==> src/rtl/uart_tx_arb.sv <==
// Round-robin arbiter that shares one uart_tx among NUM_REQ byte producers.
// A packet (bytes up to and including req_last) keeps the grant locked until it completes.
//
// state       | meaning
// ------------+-----------------------------------------------------------
// S_IDLE      | waiting for an eligible valid with uart_busy low; accepts the byte
// S_ISSUE     | byte latched in data_q; uart_start is registered for the next cycle
// S_WAIT_BUSY | start pulse out, timer running until uart_busy rises
// S_WAIT_DONE | frame in progress, waiting for uart_busy to fall
module uart_tx_arb #(
    parameter int NUM_REQ      = 4,
    parameter int BUSY_TIMEOUT = 15
) (
    input  logic                   clk,
    input  logic                   rst,
    input  logic [NUM_REQ-1:0]     req_valid,
    input  logic [8*NUM_REQ-1:0]   req_data,
    input  logic [NUM_REQ-1:0]     req_last,
    output logic [NUM_REQ-1:0]     req_ready,
    output logic                   uart_start,
    output logic [7:0]             uart_data,
    input  logic                   uart_busy,
    output logic [2:0]             grant_id,
    output logic                   locked,
    output logic                   err_timeout
);

    localparam int TW = $clog2(BUSY_TIMEOUT + 1);

    typedef enum logic [1:0] {
        S_IDLE      = 2'd0,
        S_ISSUE     = 2'd1,
        S_WAIT_BUSY = 2'd2,
        S_WAIT_DONE = 2'd3
    } state_t;

    state_t             state;
    state_t             state_nxt;
    logic [2:0]         rr_ptr;
    logic [7:0]         data_q;
    logic [TW-1:0]      tmr;

    logic [7:0]         valid_ext;
    logic [7:0]         last_ext;
    logic [7:0]         elig;
    logic [3:0]         idx;
    logic               win_found;
    logic [2:0]         win_id;
    logic [7:0]         win_data;
    logic               win_last;
    logic [NUM_REQ-1:0] win_onehot;

    logic               accept;
    logic               issue;
    logic               tmr_expired;
    logic               timeout_hit;

    // Widen to 8 lanes so every index below is a plain 3-bit select.
    always_comb begin
        valid_ext = 8'(req_valid);
        last_ext  = 8'(req_last);
        elig      = locked ? (valid_ext & (8'b1 << grant_id)) : valid_ext;
        win_found = 1'b0;
        win_id    = 3'd0;
        idx       = 4'd0;
        // Scan farthest offset first so the lowest offset from rr_ptr wins.
        for (int k = NUM_REQ - 1; k >= 0; k--) begin
            idx = {1'b0, rr_ptr} + 4'(k);
            if (idx >= 4'(NUM_REQ)) begin
                idx = idx - 4'(NUM_REQ);
            end
            if (elig[idx[2:0]]) begin
                win_found = 1'b1;
                win_id    = idx[2:0];
            end
        end
    end

    always_comb begin
        win_data   = 8'd0;
        win_onehot = '0;
        for (int i = 0; i < NUM_REQ; i++) begin
            if (win_id == 3'(i)) begin
                win_data      = req_data[8*i +: 8];
                win_onehot[i] = 1'b1;
            end
        end
        win_last = last_ext[win_id];
    end

    always_ff @(posedge clk or posedge rst) begin
        if (rst) begin
            state <= S_IDLE;
        end else begin
            state <= state_nxt;
        end
    end

    always_comb begin
        state_nxt = state;
        case (state)
            S_IDLE: begin
                if (win_found && !uart_busy) begin
                    state_nxt = S_ISSUE;
                end
            end
            S_ISSUE: begin
                state_nxt = S_WAIT_BUSY;
            end
            S_WAIT_BUSY: begin
                if (uart_busy) begin
                    state_nxt = S_WAIT_DONE;
                end else if (tmr_expired) begin
                    state_nxt = S_IDLE;
                end
            end
            S_WAIT_DONE: begin
                if (!uart_busy) begin
                    state_nxt = S_IDLE;
                end
            end
            default: begin
                state_nxt = S_IDLE;
            end
        endcase
    end

    always_comb begin
        accept      = (state == S_IDLE) && win_found && !uart_busy;
        issue       = (state == S_ISSUE);
        tmr_expired = (tmr == '0);
        timeout_hit = (state == S_WAIT_BUSY) && !uart_busy && tmr_expired;
    end

    // Every output is a flop: ready shows during ISSUE, start one cycle later.
    always_ff @(posedge clk or posedge rst) begin
        if (rst) begin
            req_ready   <= '0;
            uart_start  <= 1'b0;
            data_q      <= 8'd0;
            grant_id    <= 3'd0;
            locked      <= 1'b0;
            rr_ptr      <= 3'd0;
            err_timeout <= 1'b0;
            tmr         <= '0;
        end else begin
            req_ready  <= '0;
            uart_start <= issue;
            if (accept) begin
                req_ready <= win_onehot;
                data_q    <= win_data;
                grant_id  <= win_id;
                locked    <= !win_last;
                if (win_last) begin
                    rr_ptr <= (win_id == 3'(NUM_REQ - 1)) ? 3'd0 : win_id + 3'd1;
                end
            end
            if (issue) begin
                tmr <= TW'(BUSY_TIMEOUT - 1);
            end else if ((state == S_WAIT_BUSY) && !tmr_expired) begin
                tmr <= tmr - TW'(1);
            end
            if (timeout_hit) begin
                err_timeout <= 1'b1;
                locked      <= 1'b0;
            end
        end
    end

    assign uart_data = data_q;

endmodule

==> config.mk <==
export PLATFORM = sky130hd
export DESIGN_NAME = uart_tx_arb
export DESIGN_NICKNAME = d
export VERILOG_FILES = /design/src/rtl/uart_tx_arb.sv
export SDC_FILE = /design/constraint.sdc
export NUM_CORES = 1
export LEC_CHECK = 0
export ABC_AREA = 1
export BUFFER_PORTS_ARGS = -buffer_cell sky130_fd_sc_hd__clkbuf_2
export CORE_UTILIZATION = 50
export DETAILED_ROUTE_END_ITERATION = 6
export GPL_TIMING_DRIVEN = 0
export PLACE_DENSITY = 0.88
export SKIP_LAST_GASP = 1
export SLEW_MARGIN = 20
export SYNTH_ARGS = -nofsm -noshare
export SYNTH_HDL_FRONTEND = slang
export SYNTH_SLANG_ARGS = --single-unit
==> constraint.sdc <==
create_clock -name clk -period 3.2 [get_ports clk]
set_input_delay 0.16 -clock clk [delete_from_list [all_inputs] [get_ports clk]]
set_output_delay 0.16 -clock clk [all_outputs]
set_load 0.1 [all_outputs]
==> results.md, run 1 <==
* Root Driver: clkbuf_8
* Mapped Area at 0.001883 mm^2
* Primary FF master, synth: dfrtp_1
* Hold Crit Class: primary input to asynchronous set/reset pin
* Required time of the critical path at roughly 3400 ps
* Status: finished with violations
* Clock sinks at 27
* Clock skew at 1.941 ps
* Setup Fix Bufs, Post-CTS at 0
* Post-route DRC violation count at 0
* Post-Syn Nets at just over 300
* Final hold slack at -46.80 ps
* Core Box Area at 0.003468 mm^2
* # rows at 21
* Total congestion overflow at 0
* Input/output buffers at 60
* Die height at 63.37 um
* Critical path arrival at 2960 ps
* Syn. warnings at 0
* Via count at 1,848
* Setup ws final at 392.5 ps
* # fillers at between 300 and 400
* Fin. max-slew vios at 0
* CP endpoint kind: flop
* FMAX at 356.2 MHz
* Most common cell after layout, fill and taps aside: clkbuf_2
* Tcrit/Tclk final at 87.73%
* Most frequent cells in the layout: clkbuf_2, nand2_1, nand3_1
* Post-CTS Hold Fix Bufs at 0
* Num CTS Buffers at 3
* Number of nets in the layout at 368
* CTS Buffer Depth at 2
* CTS tree: yes
* Global-route wire length before repair at 6934 um
* #FFs+latches synth at 27
* Post-DP HPWL at 3196 um
* Pre-CTS setup slack at 87.75 ps
* Clock latency on the worst-skew pair at 270 ps
* Starting Density at a little over half
* I/O Pins at 61
* Number of distinct library cells after synthesis at 23
* Layout cells sized above 1 at between 30% and 40%
* Worst-Margin Slew at 913.1 ps
* First DRT Iteration DRCs at 52
* Routed wire length at 3946 um
* Tot GR Track Use at a little over a fifth
* Rel. slew slack at 38.75%
* Initial antenna violation count at 0
* Vias in the first global route at 1,670
* Vias per Instance at about 5
* Largest net degree at the start of global routing at 28
* Failing checks: hold timing
* Mean area per synthesized cell at 7.356 um^2
* TNS Setup at 0 ps
* Drt wl/cell at 10.87 um
* H-tree levels at 1
* Crit path max fanout at 10
* Finish-stage setup viols at 0
* Die width at 63.37 um
* Syn Inst Count at 256
* Total die area at 0.004016 mm^2
* CP Launch Type: flop
* Drt pass-1 iters at 5
* Unrepaired setup endpoints after global routing: false
* Fin. Hold Viols at 27
* Critical setup path kind: flop to flop
* Remaining antenna violation count at 0
* Synth-to-layout area growth at 21.26%
* Final Critical Period at about 2800 ps
* Placer Congestion at 0.7916
* Number of max-cap violations at 0
* Reg clk slew, reported paths at roughly 90 ps
* Antenna cell count at 0
* Post-synth EDFFs at 0
* Seq/Total Area, Yosys at 35.88%
* Ys async rst share at 100.0%
[synthesized netlist by cell type (3+ instances only)]
| master | instances | share of area (%) |
|---|---|---|
| a21oi_1 | 11 | 2.9 |
| dfrtp_1 | 27 | 36 |
| inv_1 | 29 | 5.8 |
| nand2_2 | 9 | 3.0 |
| clkbuf_1 | 4 | 0.80 |
| nor2_2 | 4 | 1.3 |
| nand3_1 | 35 | 9.3 |
| ha_1 | 7 | 4.7 |
| nand3_2 | 8 | 4.3 |
| nor2_1 | 17 | 3.4 |
| o21ai_0 | 32 | 8.5 |
| nand2_4 | 5 | 3.0 |
| nand2_1 | 48 | 9.6 |
| buf_6 | 3 | 1.8 |
| inv_2 | 7 | 1.4 |
[layer usage]
metal	GRT usage [%]	up-vias	part of all wire (%)
met2	37.90	70	48
li1	-	950	-
met5	0	-	0
met4	6.818	0	1.2
met3	1.993	4	4.8
met1	27.17	824	46
[kinds of logic (layout without fill, tap and decap cells)]
logic type | count (synthesis) | count (layout) | synth area share, %
buffers and inverters | 44 | 105 | 9.966
adder cells (fa/ha/maj) | 7 | 7 | 4.651
flip-flops | 27 | 27 | 35.88
AO/OA/AOI/OAI | 45 | 45 | 12.29
AND/OR/NAND/NOR | 133 | 133 | 37.21
[critical path, stage by stage, from the launching register on]
cell     delay, ps
dfrtp_1        380
buf_6          160
inv_2           70
ha_1           310
inv_1          160
nand3_1        100
nand2_1        100
nor2_4          40
nand2_1         50
nand2_1         60
nand2_2        100
nand2_4         80
inv_1          110
ha_2           300
inv_1          170
o21ai_0        240
nand2_1         70
o21ai_0         90
o21ai_0        110
[path summary, 6_finish.rpt]
kind,cells past startpoint,slack (ps),startpoint,end
max reg2reg,18,390,rr_ptr[0],uart_data[2]
max in group asynchronous,2,2830,rst,uart_start
min,2,-50,rst,tmr[1]
min in group clk,3,200,req_data[28],uart_data[4]
max,18,390,rr_ptr[0],uart_data[2]
min reg2reg,2,480,err_timeout,err_timeout
[area by class of cell]
class / instances / area, um^2 / area share, %
tap: 46 / 57.56 / 2.521
buffer: 4 / 37.54 / 1.644
timing repair buffer: 60 / 300.3 / 13.15
clock buffer: 3 / 41.29 / 1.808
inverter: 37 / 138.9 / 6.082
sequential: 27 / 675.6 / 29.59
clock inverter: 1 / 7.507 / 0.3288
multi-input combinational: 185 / 1025 / 44.88
[sequential cells by signal, summed over array words and instances (netlist names)]
| register | flops |
|---|---|
| err_timeout | 1 |
| req_ready | 4 |
| uart_start | 1 |
| state | 2 |
| locked | 1 |
| grant_id | 3 |
| uart_data | 8 |
| tmr | 4 |
| rr_ptr | 3 |
[what timing repair did]
action                                  in CTS  in global routing
endpoints found under the setup margin       0                  8
hold endpoints to repair                     0                  0
gates resized for setup                      0                  4
[metrics by stage]
stage | utilization, % | area [um^2] | instances
final | 65.84 | 2283 | 363
after global routing | 65.84 | 2283 | 363
after CTS | 66.02 | 2290 | 366
after detailed placement | 64.61 | 2241 | 362
after global placement | 64.61 | 2241 | 362
after floorplan | - | 1883 | 256
Power of run 1 is left out: the tool's default activity adds up to more than one toggle a clock period on the data nets, which glitch-free logic cannot reach.
==> run 2, diff against run 1 <==
--- a/config.mk
+++ b/config.mk
@@ -7,10 +7,10 @@
 export LEC_CHECK = 0
 export ABC_AREA = 1
 export BUFFER_PORTS_ARGS = -buffer_cell sky130_fd_sc_hd__clkbuf_2
-export CORE_UTILIZATION = 50
+export CORE_UTILIZATION = 45
 export DETAILED_ROUTE_END_ITERATION = 6
 export GPL_TIMING_DRIVEN = 0
-export PLACE_DENSITY = 0.88
+export PLACE_DENSITY = 0.81
 export SKIP_LAST_GASP = 1
 export SLEW_MARGIN = 20
 export SYNTH_ARGS = -nofsm -noshare
==> constraint.sdc (replaced) <==
create_clock -name clk -period 3.2 [get_ports clk]
set_input_delay 0.32 -clock clk [delete_from_list [all_inputs] [get_ports clk]]
set_output_delay 0.32 -clock clk [all_outputs]
set_load 0.1 [all_outputs]
==> run 2 against run 1 <==
Effect of this change:
- the run now ends clean
- final area increased by 0.38%
- flip-flop and latch count is the same
- final cell count grew 1.1%
- fmax is 0.97% lower
- critical endpoint unchanged
==> results.md, run 2 (same netlist as run 1, synthesis figures left out) <==
* Drt wl/cell at 10.78 um (-0.81%)
* Crit path max fanout at 10 (unchanged)
* Finish-stage setup viols at 0 (unchanged)
* Clock sinks at 27 (unchanged)
* Vias in the first global route at 1,680 (+0.60%)
* # rows at 23 (+9.5%)
* Critical path arrival at 3030 ps (+70 ps)
* CP Capture Point: uart_data[2]
* # fillers at 364 (+11%)
* Largest net degree at the start of global routing at 28 (unchanged)
* R2R setup slack at 370 ps (-30 ps)
* Starting Density at 47.08% (-7.2 points)
* Critical setup path kind: flop to flop
* Total die area at 0.004448 mm^2 (+11%)
* Worst r2r src: rr_ptr[1]
* Post-DP HPWL at 3290 um (+2.9%)
* Placer Congestion at 0.8053 (+1.7%)
* Total congestion overflow at 0 (unchanged)
* TNS Setup at 0 ps (unchanged)
* Tcrit/Tclk final at 88.59% (+0.86 points)
* Reg2Reg Depth at 15 (-3)
* H-tree levels at 1 (unchanged)
* Root Driver: clkbuf_8
* Via count at 1,829 (-1.0%)
* Vias per Instance at 4.984 (-2.1%)
* Remaining antenna violation count at 0 (unchanged)
* Synth-to-layout area growth at 21.73%
* Worst-Margin Slew at 899.1 ps (-14.01 ps)
* Final Critical Period at 2835 ps (+27.38 ps)
* CP Launch Type: flop
* Largest register FFs at 8 (unchanged)
* Initial antenna violation count at 0 (unchanged)
* Input/output buffers at 60 (unchanged)
* Antenna cell count at 0 (unchanged)
* CP Launch Point: rr_ptr[1]
* Slowest-stage cell, CP: dfrtp_1
* Critical Path Max Stage Delay at 460 ps (+80 ps)
* Reg clk slew, reported paths at 90 ps (about the same)
* Post-route DRC violation count at 0 (unchanged)
* FMAX at 352.7 MHz (-0.97%)
* Post-CTS Hold Fix Bufs at 0 (unchanged)
* I/O Pins at 61 (unchanged)
* Most common cell after layout, fill and taps aside: clkbuf_2
* PostCTS Resize Cnt at 0 (unchanged)
* Drt pass-1 iters at 6 (+1)
* Seq. cell area at 675.6 um^2 (unchanged)
* Global-route wire length before repair at 6831 um (-1.5%)
* Routed wire length at 3957 um (+0.28%)
* Clock skew at 2.220 ps (+0.2792 ps)
* CTS tree: yes
* Core Box Area at 0.004000 mm^2 (+15%)
* Status: complete, no violations
* Rel. slew slack at 39.69% (+0.94 points)
* Tot GR Track Use at 19.83% (-1.6 points)
* Clock latency on the worst-skew pair at 270 ps (about the same)
* Num CTS Buffers at 3 (unchanged)
* Number of max-cap violations at 0 (unchanged)
* Most frequent cells in the layout: clkbuf_2, nand2_1, nand3_1
* Number of nets in the layout at 368 (unchanged)
* CP endpoint kind: flop
* Required time of the critical path at 3400 ps (+40 ps)
* Unrepaired setup endpoints after global routing: false
* CTS Buffer Depth at 2 (unchanged)
* Hold Crit Class: primary input to asynchronous set/reset pin
* Die width at 66.69 um (+5.2%)
* Setup Fix Bufs, Post-CTS at 0 (unchanged)
* Fin. max-slew vios at 0 (unchanged)
* Multi-input gate area at 0.001025 mm^2 (unchanged)
* Layout cells sized above 1 at 33.75% (-0.32 points)
* RR Endpoint: uart_data[2]
* First DRT Iteration DRCs at 115 (+120%)
* Fin. Hold Viols at 0 (-100%)
* Critical path, cell by cell: inv_1, ha_1, inv_1, nand3_1, nand2_1, nor2_4, nand2_1, nand2_1, nand2_2, nand2_4, ha_1, inv_1, clkbuf_1, o21ai_0, o21ai_0
* Die height at 66.69 um (+5.2%)
==> run 2: cell types whose count changed in the layout (fill, tap and decap cells not counted), sizes merged <==
cell	delta
clkinvlp	+1
inv	-1
==> run 2: cell type report <==
| cell class | count | area share, % |
|---|---|---|
| clock inverter | 1 | 0.3275 |
| buffer | 4 | 1.638 |
| sequential | 27 | 29.48 |
| inverter | 37 | 6.223 |
| clock buffer | 3 | 1.801 |
| tap | 50 | 2.729 |
| timing repair buffer | 60 | 13.10 |
| multi-input combinational | 185 | 44.71 |
==> run 2: how the worst min path moves through the flow <==
stage	to	depth (start not counted)
global placement	err_timeout	2
global route	uart_data[6]	2
CTS	req_ready[3]	2
floorplan	err_timeout	1
finish	uart_data[7]	2
detailed placement	err_timeout	2
==> run 2: worst max-delay path, delay by kind of cell, from the launching register on <==
family,cells,cell delay (ps)
buffers and inverters,4,910
and+or+nand+nor,7,550
adders and majority gates,2,520
DFF,1,460
AOI/OAI and AO/OA,2,320
==> run 2: metal layers <==
metal  up-vias  share of wire [%]  track usage (%)
li1        947                  -                -
met1       823                 47            24.07
met2        54                 47            35.86
met3         5                5.0            3.938
met4         0               0.88            3.989
met5         -                  0                0
==> run 2: through the flow <==
stage / cells / util (%) / hold WS (ps) / setup WS, ps / instance area, um^2
global route: 367 / 57.30 / 155.9 / 50.66 / 2292
detailed placement: 366 / 56.15 / 468.7 / 116.9 / 2246
CTS: 370 / 57.37 / 266.9 / 92.53 / 2295
finish: 367 / 57.30 / 102.6 / 365.1 / 2292
global placement: 366 / 56.15 / 449.6 / 130.5 / 2246
floorplan: 256 / - / 372.7 / 153.0 / 1883
Power of run 2 is left out for the same reason.
==> run 3, diff against run 2 <==
--- a/config.mk
+++ b/config.mk
@@ -7,10 +7,10 @@
 export LEC_CHECK = 0
 export ABC_AREA = 1
 export BUFFER_PORTS_ARGS = -buffer_cell sky130_fd_sc_hd__clkbuf_2
-export CORE_UTILIZATION = 45
+export CORE_UTILIZATION = 51
 export DETAILED_ROUTE_END_ITERATION = 6
 export GPL_TIMING_DRIVEN = 0
-export PLACE_DENSITY = 0.81
+export PLACE_DENSITY = 0.89
 export SKIP_LAST_GASP = 1
 export SLEW_MARGIN = 20
 export SYNTH_ARGS = -nofsm -noshare
==> run 3 against run 2 <==
Effect of this change:
- count of clock-buffer cells in the layout unchanged
- first-iteration DRC count decreased by 52%
- setup slack got worse by 52 ps
- die area decreased by 11%
- utilization increased by 9.1 points
- clock skew increased by 0.72 ps
- routed wire length increased by 2.8%
- largest cell class unchanged
- via count increased by 2.1%
- critical path depth increased by 2
- non-clock buffer count unchanged
- hold slack improved by 140 ps
- critical endpoint is now uart_data[6]
- sequential share of layout area increased by 0.065 points
==> results.md, run 3 (same netlist as run 1, synthesis figures left out) <==
* Number of nets in the layout at 368 (unchanged)
* Post-CTS Hold Fix Bufs at 0 (unchanged)
* Final core occ at 66.45% (+9.1 points)
* Critical Path Max Stage Delay at 450 ps (about the same)
* TNS Setup at 0 ps (unchanged)
* Tcrit/Tclk final at 90.22% (+1.6 points)
* # rows at 21 (-8.7%)
* Layout cells sized above 1 at 34.07% (+0.32 points)
* Critical path, cell by cell: inv_1, ha_1, inv_1, nand3_1, nand2_1, nor2_4, nand2_1, nand2_1, nand2_2, nand2_4, inv_1, ha_2, inv_1, o21ai_0, nand2_1, o21ai_0, o21ai_0
* Core Box Area at 0.003442 mm^2 (-14%)
* Final Critical Period at 2887 ps (+52.13 ps)
* Input/output buffers at 60 (unchanged)
* I/O Pins at 61 (unchanged)
* CP endpoint kind: flop
* Worst-Margin Slew at 977.4 ps (+78.28 ps)
* H-tree levels at 1 (unchanged)
* Fin. Hold Viols at 0 (unchanged)
* Largest register FFs at 8 (unchanged)
* Synth-to-layout area growth at 21.46%
* Clock latency on the worst-skew pair at 270 ps (about the same)
* Required time of the critical path at 3360 ps (-40 ps)
* Post-DP HPWL at 3344 um (+1.6%)
* Remaining antenna violation count at 0 (unchanged)
* Status: complete, no violations
* Antenna cell count at 0 (unchanged)
* Post-route DRC violation count at 0 (unchanged)
* Met1 Use GR at 27.53% (+3.5 points)
* Drt wl/cell at 11.21 um (+3.9%)
* Initial antenna violation count at 0 (unchanged)
* Critical setup path kind: flop to flop
* Die width at 62.77 um (-5.9%)
* Vias per Instance at 5.146 (+3.3%)
* Number of max-cap violations at 0 (unchanged)
* First DRT Iteration DRCs at 55 (-52%)
* # fillers at 307 (-16%)
* Most Used Layer, Global Route: met2
* Slowest-stage cell, CP: dfrtp_1
* Met3 Track Usage GR at 3.832% (-0.11 points)
* Hold Crit Class: primary input to asynchronous set/reset pin
* Setup Fix Bufs, Post-CTS at 0 (unchanged)
* Global-route wire length before repair at 7058 um (+3.3%)
* Clock sinks at 27 (unchanged)
* Total die area at 0.003939 mm^2 (-11%)
* Placer Congestion at 0.7947 (-1.3%)
* FMAX at 346.4 MHz (-1.8%)
* CP Launch Type: flop
* Starting Density at 54.71% (+7.6 points)
* Reg clk slew, reported paths at 90 ps (about the same)
* Tot GR Track Use at 22.08% (+2.2 points)
* Finish-stage setup viols at 0 (unchanged)
* Final Non-Filler Cells at 363 (-1.1%)
* Most frequent cells in the layout: clkbuf_2, nand2_1, nand3_1
* Total congestion overflow at 0 (unchanged)
* Critical path arrival at 3050 ps (+20 ps)
* Unrepaired setup endpoints after global routing: false
* Die height at 62.77 um (-5.9%)
* Vias in the first global route at 1,708 (+1.7%)
* Crit path max fanout at 9 (-1)
* Via count at 1,868 (+2.1%)
* PostCTS Resize Cnt at 0 (unchanged)
* Root Driver: clkbuf_8
* Multi-input gate area at 0.001027 mm^2 (+0.24%)
* Seq. cell area at 675.6 um^2 (unchanged)
* Most common cell after layout, fill and taps aside: clkbuf_2
* Drt pass-1 iters at 4 (-2)
* Rel. slew slack at 34.77% (-4.9 points)
* CTS Buffer Depth at 2 (unchanged)
* Routed wire length at 4068 um (+2.8%)
* Met2 track demand over resource at 40.63% (+4.8 points)
* Clock skew at 2.942 ps (+0.7220 ps)
* CTS tree: yes
* Largest net degree at the start of global routing at 28 (unchanged)
* Dpl cells at 362 (-1.1%)
* Num CTS Buffers at 3 (unchanged)
* Fin. max-slew vios at 0 (unchanged)
run 3: path summary, 6_finish.rpt:
check | start | to | slack, ps | depth (start not counted)
setup / recovery | rr_ptr[1] | uart_data[6] | 310 | 17
hold / removal | rst | uart_data[3] | 240 | 2
setup reg to reg | rr_ptr[1] | uart_data[6] | 310 | 17
hold reg to reg | err_timeout | err_timeout | 480 | 2
max in group asynchronous | rst | tmr[3] | 2360 | 2
min in group clk | req_data[29] | uart_data[5] | 350 | 3
run 3: final cells by class:
class                      instances  share of cell area [%]
inverter                          37                   6.236
multi-input combinational        185                   44.91
sequential                        27                   29.54
buffer                             4                   1.641
clock inverter                     1                  0.2188
clock buffer                       3                   1.805
timing repair buffer              60                   13.13
tap                               46                   2.516
run 3: per-stage QoR:
stage,cell area (um^2),setup slack (ps),hold WS (ps)
after floorplan,1883,153.0,372.7
after global placement,2241,147.8,449.6
after detailed placement,2241,111.1,456.5
after CTS,2287,82.83,274.4
after global routing,2287,11.88,333.3
final,2287,313.0,242.8
run 3: metal layers:
layer	routed length [um]	share of wire, %	vias to the layer above
li1	-	-	953
met1	1795	44	844
met2	2051	50	68
met3	212	5.2	3
met4	9	0.22	0
met5	0	0	-
run 3: critical path, delay by kind of cell, from the launching register on:
| kind | cells | cell delay (ps) |
|---|---|---|
| simple gates | 8 | 620 |
| flops | 1 | 450 |
| compound gates | 3 | 400 |
| fa+ha+maj | 2 | 590 |
| buf+inv | 4 | 680 |
Power of run 3 is left out for the same reason.
